$ cat config.mk
export PLATFORM = sky130hd
export DESIGN_NAME = mdio_arbiter
export DESIGN_NICKNAME = d
export VERILOG_FILES = /design/src/rtl/mdio_arbiter.sv
export SDC_FILE = /design/constraint.sdc
export NUM_CORES = 1
export LEC_CHECK = 0
export BUFFER_PORTS_ARGS = -buffer_cell sky130_fd_sc_hd__buf_2
export CAP_MARGIN = 10
export CORE_ASPECT_RATIO = 1.75
export CORE_UTILIZATION = 50
export CTS_CLUSTER_DIAMETER = 40
export DETAILED_ROUTE_END_ITERATION = 8
export PLACE_DENSITY = 0.76
export SLEW_MARGIN = 0
export SYNTH_ARGS = -nofsm -noshare
export SYNTH_HDL_FRONTEND = slang
export SYNTH_SLANG_ARGS = --single-unit
$ cat constraint.sdc
create_clock -name clk -period 6.4 [get_ports clk]
set_input_delay 0.32 -clock clk [delete_from_list [all_inputs] [get_ports clk]]
set_output_delay 0.32 -clock clk [all_outputs]
set_load 0.05 [all_outputs]
$ cat src/rtl/mdio_arbiter.sv
// mdio_arbiter -- two-requester MDIO (clause 22) management master.
//
// Two requesters compete for a single MDIO bus. Arbitration happens only while
// idle and only in a clk cycle in which MDC falls. A ready pulse grants one
// requester. The block then serialises one frame: an optional preamble, a
// 14-bit header, turnaround, 16 data bits, then a one-bit gap. The owner gets a
// single-cycle response pulse carrying the read data, which is 0 for writes.
//
// Optional feature: define MDIO_PREAMBLE_EN to send a 32-bit all-ones preamble
// before each header (a frame is then 65 MDC periods). Without it, frames start
// directly with the header (33 MDC periods).
//
// Parameter
//   MDC_DIV        clk cycles per MDC half-period (2..255)
// Ports
//   clk, reset     core clock; asynchronous active-high reset
//   reqN_valid     requester N has a transaction pending (N = 0, 1)
//   reqN_ready     one-cycle grant pulse
//   reqN_wr        1 = write, 0 = read
//   reqN_phy/reg   PHY and register addresses
//   reqN_wdata     write data
//   rspN_valid     one-cycle completion pulse
//   rspN_rdata     read data (0 for writes), valid with rspN_valid
//   phy_mdc        management clock, free running
//   phy_mdio_out   serial data towards the pad
//   phy_mdio_tri   1 = drive phy_mdio_out onto the pad, 0 = release it
//   phy_mdio_in    pad input
//   busy           high from the grant until the response pulse
//
// Handshake: a requester raises reqN_valid with its fields stable and holds
// them until it sees reqN_ready. The transaction is accepted in the cycle in
// which both are high. The fields are captured on the edge that raises ready,
// so they are don't-care from the ready cycle onward. Ready never pulses twice
// for one transaction, and a request that arrives while busy simply waits.
module mdio_arbiter #(
    parameter int MDC_DIV = 13
) (
    input  logic        clk,
    input  logic        reset,
    input  logic        req0_valid,
    output logic        req0_ready,
    input  logic        req0_wr,
    input  logic [4:0]  req0_phy,
    input  logic [4:0]  req0_reg,
    input  logic [15:0] req0_wdata,
    output logic        rsp0_valid,
    output logic [15:0] rsp0_rdata,
    input  logic        req1_valid,
    output logic        req1_ready,
    input  logic        req1_wr,
    input  logic [4:0]  req1_phy,
    input  logic [4:0]  req1_reg,
    input  logic [15:0] req1_wdata,
    output logic        rsp1_valid,
    output logic [15:0] rsp1_rdata,
    output logic        phy_mdc,
    output logic        phy_mdio_out,
    output logic        phy_mdio_tri,
    input  logic        phy_mdio_in,
    output logic        busy
);

    typedef enum logic [2:0] {IDLE, PRE, HDR, TA, DATA, GAP} state_t;

    localparam logic [7:0] DIV_LAST = 8'(MDC_DIV - 1);

    // ------------------------------------------------------------------
    // MDC generator. The tick cycle is the last cycle of a half-period.
    // phy_mdc toggles on the edge that ends a tick cycle. So a tick with
    // MDC high is the cycle whose closing edge makes MDC fall, and every
    // pad change is registered on that same edge. A tick with MDC low
    // samples the pad on the edge that makes MDC rise.
    // ------------------------------------------------------------------
    logic [7:0] div_cnt;
    logic       tick;
    logic       mdc_fall;
    logic       mdc_rise;

    assign tick     = (div_cnt == DIV_LAST);
    assign mdc_fall = tick & phy_mdc;
    assign mdc_rise = tick & ~phy_mdc;

    always_ff @(posedge clk or posedge reset) begin
        if (reset) begin
            div_cnt <= 8'd0;
            phy_mdc <= 1'b0;
        end else if (tick) begin
            div_cnt <= 8'd0;
            phy_mdc <= ~phy_mdc;
        end else begin
            div_cnt <= div_cnt + 8'd1;
        end
    end

    // ------------------------------------------------------------------
    // Round-robin selection. last_served = 1 means requester 1 was served
    // last. It resets to 1 so that requester 0 wins the first contest.
    // ------------------------------------------------------------------
    logic        last_served;
    logic        pick1;
    logic        sel_wr;
    logic [4:0]  sel_phy;
    logic [4:0]  sel_reg;
    logic [15:0] sel_wdata;
    logic [13:0] sel_hdr;

    always_comb begin
        pick1     = req1_valid && (!req0_valid || !last_served);
        sel_wr    = pick1 ? req1_wr    : req0_wr;
        sel_phy   = pick1 ? req1_phy   : req0_phy;
        sel_reg   = pick1 ? req1_reg   : req0_reg;
        sel_wdata = pick1 ? req1_wdata : req0_wdata;
        // ST=01, OP=01 write / 10 read, PHY, REG -- sent MSB first
        sel_hdr   = {2'b01, (sel_wr ? 2'b01 : 2'b10), sel_phy, sel_reg};
    end

    // ------------------------------------------------------------------
    // Frame FSM. The state and count name the bit currently on the wire.
    // Each MDC fall either advances within the state or moves to the
    // first bit of the next state.
    // ------------------------------------------------------------------
    state_t      state;
    logic [4:0]  bit_cnt;
    logic        own;       // requester that owns the current frame
    logic        wr_q;
    logic [15:0] wdata_q;
    logic [15:0] tx_sh;     // header bits still to send, MSB next
    logic [15:0] rx_sh;     // read data, shifted in MSB first

    always_ff @(posedge clk or posedge reset) begin
        if (reset) begin
            state        <= IDLE;
            bit_cnt      <= 5'd0;
            own          <= 1'b0;
            last_served  <= 1'b1;
            wr_q         <= 1'b0;
            wdata_q      <= 16'd0;
            tx_sh        <= 16'd0;
            rx_sh        <= 16'd0;
            req0_ready   <= 1'b0;
            req1_ready   <= 1'b0;
            rsp0_valid   <= 1'b0;
            rsp1_valid   <= 1'b0;
            rsp0_rdata   <= 16'd0;
            rsp1_rdata   <= 16'd0;
            phy_mdio_out <= 1'b1;
            phy_mdio_tri <= 1'b0;
            busy         <= 1'b0;
        end else begin
            req0_ready <= 1'b0;
            req1_ready <= 1'b0;
            rsp0_valid <= 1'b0;
            rsp1_valid <= 1'b0;

            // busy stays up through the response cycle itself
            if (rsp0_valid || rsp1_valid) begin
                busy <= 1'b0;
            end

            if (mdc_rise && state == DATA && !wr_q) begin
                rx_sh <= {rx_sh[14:0], phy_mdio_in};
            end

            if (mdc_fall) begin
                case (state)
                    IDLE: begin
                        if (req0_valid || req1_valid) begin
                            own          <= pick1;
                            last_served  <= pick1;
                            req0_ready   <= ~pick1;
                            req1_ready   <= pick1;
                            busy         <= 1'b1;
                            wr_q         <= sel_wr;
                            wdata_q      <= sel_wdata;
                            bit_cnt      <= 5'd0;
                            phy_mdio_tri <= 1'b1;
`ifdef MDIO_PREAMBLE_EN
                            state        <= PRE;
                            phy_mdio_out <= 1'b1;
                            tx_sh        <= {sel_hdr, 2'b00};
`else
                            state        <= HDR;
                            phy_mdio_out <= sel_hdr[13];
                            tx_sh        <= {sel_hdr[12:0], 3'b000};
`endif
                        end
                    end
                    PRE: begin
                        if (bit_cnt == 5'd31) begin
                            state        <= HDR;
                            bit_cnt      <= 5'd0;
                            phy_mdio_out <= tx_sh[15];
                            tx_sh        <= {tx_sh[14:0], 1'b0};
                        end else begin
                            bit_cnt <= bit_cnt + 5'd1;
                        end
                    end
                    HDR: begin
                        if (bit_cnt == 5'd13) begin
                            state        <= TA;
                            bit_cnt      <= 5'd0;
                            // write: first TA bit is 1; read: release the pad
                            phy_mdio_tri <= wr_q;
                            phy_mdio_out <= 1'b1;
                        end else begin
                            bit_cnt      <= bit_cnt + 5'd1;
                            phy_mdio_out <= tx_sh[15];
                            tx_sh        <= {tx_sh[14:0], 1'b0};
                        end
                    end
                    TA: begin
                        if (bit_cnt == 5'd1) begin
                            state        <= DATA;
                            bit_cnt      <= 5'd0;
                            phy_mdio_out <= wr_q ? wdata_q[15] : 1'b1;
                            tx_sh        <= {wdata_q[14:0], 1'b0};
                        end else begin
                            bit_cnt      <= bit_cnt + 5'd1;
                            phy_mdio_out <= wr_q ? 1'b0 : 1'b1;
                        end
                    end
                    DATA: begin
                        if (bit_cnt == 5'd15) begin
                            state        <= GAP;
                            bit_cnt      <= 5'd0;
                            phy_mdio_tri <= 1'b0;
                            phy_mdio_out <= 1'b1;
                            // the last read sample was taken at the preceding rise
                            if (own) begin
                                rsp1_valid <= 1'b1;
                                rsp1_rdata <= wr_q ? 16'd0 : rx_sh;
                            end else begin
                                rsp0_valid <= 1'b1;
                                rsp0_rdata <= wr_q ? 16'd0 : rx_sh;
                            end
                        end else begin
                            bit_cnt <= bit_cnt + 5'd1;
                            if (wr_q) begin
                                phy_mdio_out <= tx_sh[15];
                                tx_sh        <= {tx_sh[14:0], 1'b0};
                            end
                        end
                    end
                    GAP: begin
                        state        <= IDLE;
                        phy_mdio_tri <= 1'b0;
                        phy_mdio_out <= 1'b1;
                    end
                    default: begin
                        state        <= IDLE;
                        phy_mdio_tri <= 1'b0;
                        phy_mdio_out <= 1'b1;
                    end
                endcase
            end
        end
    end

endmodule

==> results.rst <==
.. list-table::
   :header-rows: 1

   * - Metric
     - Value
   * - Result of the run
     - completed
   * - Post-Synthesis Mean Instance Area
     - 11.0 µm²
   * - Top achievable clock speed
     - roughly 0.32 GHz
   * - Number of placement rows
     - 49
   * - Layout cell share with drive strength beyond 1
     - between 30% and 40%
   * - Final worst path period need
     - between 3 and 4 ns
   * - Unique cell type count in the Yosys netlist
     - 63
   * - Area share of the leading cell type in the synthesized netlist
     - approximately half
   * - Headroom to the max-slew limit
     - approximately a third
   * - Synthesized netlist net count
     - approximately 540
   * - Power Density
     - 208 nW/µm²
   * - Final estimated routing congestion in global placement
     - approximately 0.88
   * - Antenna Diode Count
     - 0
   * - Total DRC errors in the routed layout
     - 0
   * - Yosys warns
     - 0
   * - Final layout net count
     - about 620
   * - First-iteration detailed-routing DRC count
     - ~170
   * - Worst clock skew on the final layout
     - roughly 0.0066 ns
   * - Remaining antenna violation count after routing
     - 0
   * - Via/cell ratio
     - ~5.6
   * - Cell types with the largest area share after synthesis
     - sky130_fd_sc_hd__dfrtp_1, sky130_fd_sc_hd__mux2_2, sky130_fd_sc_hd__mux2i_1
   * - Cell with the biggest individual delay on the critical path
     - sky130_fd_sc_hd__nand4_1
   * - Critical path endpoint category
     - flip-flop
   * - Highest ir drop seen on vdd
     - ~0.18 mV
   * - Maximum number of pins on one net before global-route repair
     - 79
   * - IO buf count
     - between 90 and 100
   * - Most frequent standard cell in the layout excluding fill and tap cells
     - sky130_fd_sc_hd__dfrtp_1
   * - # Max-Cap Violations
     - 0
   * - Met3 Resource Use GR
     - about 3.7%
   * - Clock tree from TritonCTS
     - yes
   * - Placed instance area
     - between 5000 and 6000 µm²
   * - Y dimension of the die
     - roughly 140 µm
   * - Biggest fanout along the worst timing path
     - 30
   * - Setup TNS
     - 0 ns
   * - First drt pass iteration count
     - 4
   * - Horizontal die dimension
     - slightly below 80 µm
   * - Standby leakage power
     - ~0.0031 µW
   * - Number of enable-type register cells in the synthesized netlist
     - 0
   * - Total congestion overflow after global routing
     - 0
   * - Type of the worst setup path
     - flip-flop to flip-flop
   * - Total wire length
     - ~11 mm
   * - First-pass GRT wire length
     - ~18 mm
   * - Number of antenna violations at the first check in global routing
     - 0
   * - H-tree level count
     - 3
   * - Worst-skew pair later-pin latency
     - 0.35 ns
   * - Clock root cell
     - sky130_fd_sc_hd__clkbuf_16
   * - Most used cells in the layout excluding fill and tap cells
     - sky130_fd_sc_hd__dfrtp_1, sky130_fd_sc_hd__buf_2, sky130_fd_sc_hd__nand2_1
   * - Wirelength per Cell
     - 16.4 µm
   * - Starting utilization of the core area
     - 51.2%
   * - Worst Hold Slack
     - between 0.2 and 0.25 ns
   * - Proportion of synthesized flip-flops having asynchronous set or reset
     - 100%
   * - Reg clk slew, reported paths
     - roughly 0.07 ns
   * - Core ar.
     - between 10000 and 15000 µm²
   * - Vias in the first global route
     - between 3000 and 4000
   * - Synthesized instance count
     - approximately 470
   * - Path type of the worst min-delay path
     - input port to flip-flop
   * - RSZ-0062 raised after global routing
     - false
   * - Die footprint
     - 10900 µm²
   * - Number of sinks on the clock net
     - 106
   * - Global-route usage over all layers
     - roughly 22%
   * - Fraction of met1 tracks used by global routing
     - 23.1%
   * - Met2 Usage GRT
     - about 39%
   * - Number of flip-flops and latches in the synthesized netlist
     - 106
   * - Share of synthesized area occupied by flip-flops and latches
     - roughly half
   * - Inserted Clock Buffers
     - 9
   * - Layer carrying the most global-route usage
     - met2
   * - Growth of design area from synthesis to finish
     - 16.4%
   * - Via count of the routed design
     - roughly 3900
   * - Post-route standard cell area excluding fillers
     - roughly 6000 µm²
   * - Post-synth top area cell
     - sky130_fd_sc_hd__dfrtp_1
   * - Mapped cell area
     - between 5000 and 6000 µm²
   * - Arrival time of data at the critical path endpoint
     - ~3.4 ns
   * - Dpl hpwl
     - 7.99 mm
   * - Largest stage delay on the critical path
     - between 0.8 and 0.9 ns
   * - Worst Setup Start Kind
     - flip-flop
   * - Count of final hold-check violations
     - 0
   * - Max clock buf depth
     - 2
   * - Max-slew violation count
     - 0
   * - Crit share post-route
     - between 40% and 50%
   * - Count of boundary I/O pins
     - between 90 and 100
   * - Final setup violation count
     - 0
   * - CP required
     - around 6.7 ns
   * - Worst-Margin Slew
     - 1.01 ns
   * - Synth Flop Type
     - sky130_fd_sc_hd__dfrtp_1
   * - Cells along the critical path
     - nor3_1, a211oi_4, nand4_1, a31oi_1, a22o_1
==> power by group <==
part           switching (µW)  internal [µW]  total [µW]
Combinational            27.6           22.7        50.4
Clock                     257            284         541
Sequential                  0            669         669
==> layer usage <==
metal	routed length [µm]	vias up	share of wire, %
met5	0	-	0
met4	434	0	3.9
met3	354	20	3.2
met2	6050	111	54
met1	4400	1867	39
li1	-	1858	-
==> final cells by class <==
cell class,instances,area (µm²)
Tap cell,127,159
Timing Repair Buffer,102,523
Clock inverter,6,56.3
Inverter,8,32.5
Multi-Input combinational cell,328,2400
Clock buffer,10,239
Fill cell,872,4110
Sequential cell,106,2660
==> logic make-up (layout without fill, tap and decap cells) <==
kind of cell / Yosys count / count (layout) / synth area share, %
DFF: 106 / 106 / 50.9
buffers and inverters: 38 / 126 / 3.24
adders and majority gates: 5 / 5 / 1.20
muxes: 80 / 80 / 16.5
AOI/OAI and AO/OA: 107 / 107 / 13.0
xor gates and xnor gates: 10 / 10 / 1.68
and+or+nand+nor: 126 / 126 / 13.3
==> final timing paths <==
| check | to | slack [ns] | startpoint | cells after the start |
|---|---|---|---|---|
| setup / recovery | tx_sh[14] | 3.30 | state[1] | 5 |
| hold / removal | rx_sh[0] | 0.21 | phy_mdio_in | 2 |
| setup reg to reg | tx_sh[14] | 3.30 | state[1] | 5 |
| hold reg to reg | busy | 0.48 | busy | 2 |
| max in group asynchronous | wdata_q[12] | 4.63 | reset | 4 |
| min in group asynchronous | div_cnt[3] | 0.50 | reset | 3 |
==> per-stage QoR <==
step                total power (µW)  utilization (%)  instances  setup WS [ns]
floorplan                        708                -        472           3.29
global placement                 733             56.6        670           3.50
detailed placement               734             56.6        670           3.36
CTS                             1270             59.6        687           3.32
global route                    1310             59.6        687           2.98
finish                          1260             59.6        687           3.30
==> synth_stat cells, types with 3 or more instances <==
| cell type | number |
|---|---|
| sky130_fd_sc_hd__clkbuf_1 | 18 |
| sky130_fd_sc_hd__xor2_1 | 5 |
| sky130_fd_sc_hd__o31ai_1 | 3 |
| sky130_fd_sc_hd__a21oi_1 | 18 |
| sky130_fd_sc_hd__nand3_1 | 8 |
| sky130_fd_sc_hd__nor2b_1 | 17 |
| sky130_fd_sc_hd__nand2b_1 | 3 |
| sky130_fd_sc_hd__ha_1 | 5 |
| sky130_fd_sc_hd__dfrtp_1 | 104 |
| sky130_fd_sc_hd__buf_2 | 6 |
| sky130_fd_sc_hd__o21ai_0 | 39 |
| sky130_fd_sc_hd__inv_1 | 8 |
| sky130_fd_sc_hd__mux2i_1 | 31 |
| sky130_fd_sc_hd__a22oi_1 | 11 |
| sky130_fd_sc_hd__mux2_2 | 47 |
| sky130_fd_sc_hd__buf_1 | 3 |
| sky130_fd_sc_hd__xnor2_1 | 5 |
| sky130_fd_sc_hd__nand2_1 | 49 |
| sky130_fd_sc_hd__nand4_1 | 4 |
| sky130_fd_sc_hd__and3_1 | 3 |
| sky130_fd_sc_hd__nor2_1 | 19 |
| sky130_fd_sc_hd__o22ai_1 | 11 |
| sky130_fd_sc_hd__a22o_1 | 3 |
==> flip-flops by register name, indices dropped and copies added, names as in the netlist <==
| signal | count |
|---|---|
| rsp0_rdata | 16 |
| rsp1_rdata | 16 |
| rx_sh | 16 |
| wdata_q | 16 |
| tx_sh | 15 |
| div_cnt | 8 |
| bit_cnt | 5 |
| state | 3 |
| busy | 1 |
| last_served | 1 |
| own | 1 |
| phy_mdc | 1 |
| phy_mdio_out | 1 |
| phy_mdio_tri | 1 |
| req0_ready | 1 |
| req1_ready | 1 |
| rsp0_valid | 1 |
| rsp1_valid | 1 |
| wr_q | 1 |
==> what timing repair did <==
item	4_1_cts	5_1_grt
setup endpoints to repair	0	0
hold endpoints to repair	27	0
setup buffers	0	0
resized for setup	0	0
hold buffers	1	0
==> worst max-delay path: cells and delay by family, from the launching register on <==
family / cells / cell delay, ns
and+or+nand+nor: 2 / 1.15
DFF: 1 / 0.83
AOI/OAI and AO/OA: 3 / 1.05
(Power assumes the default switching activity.)
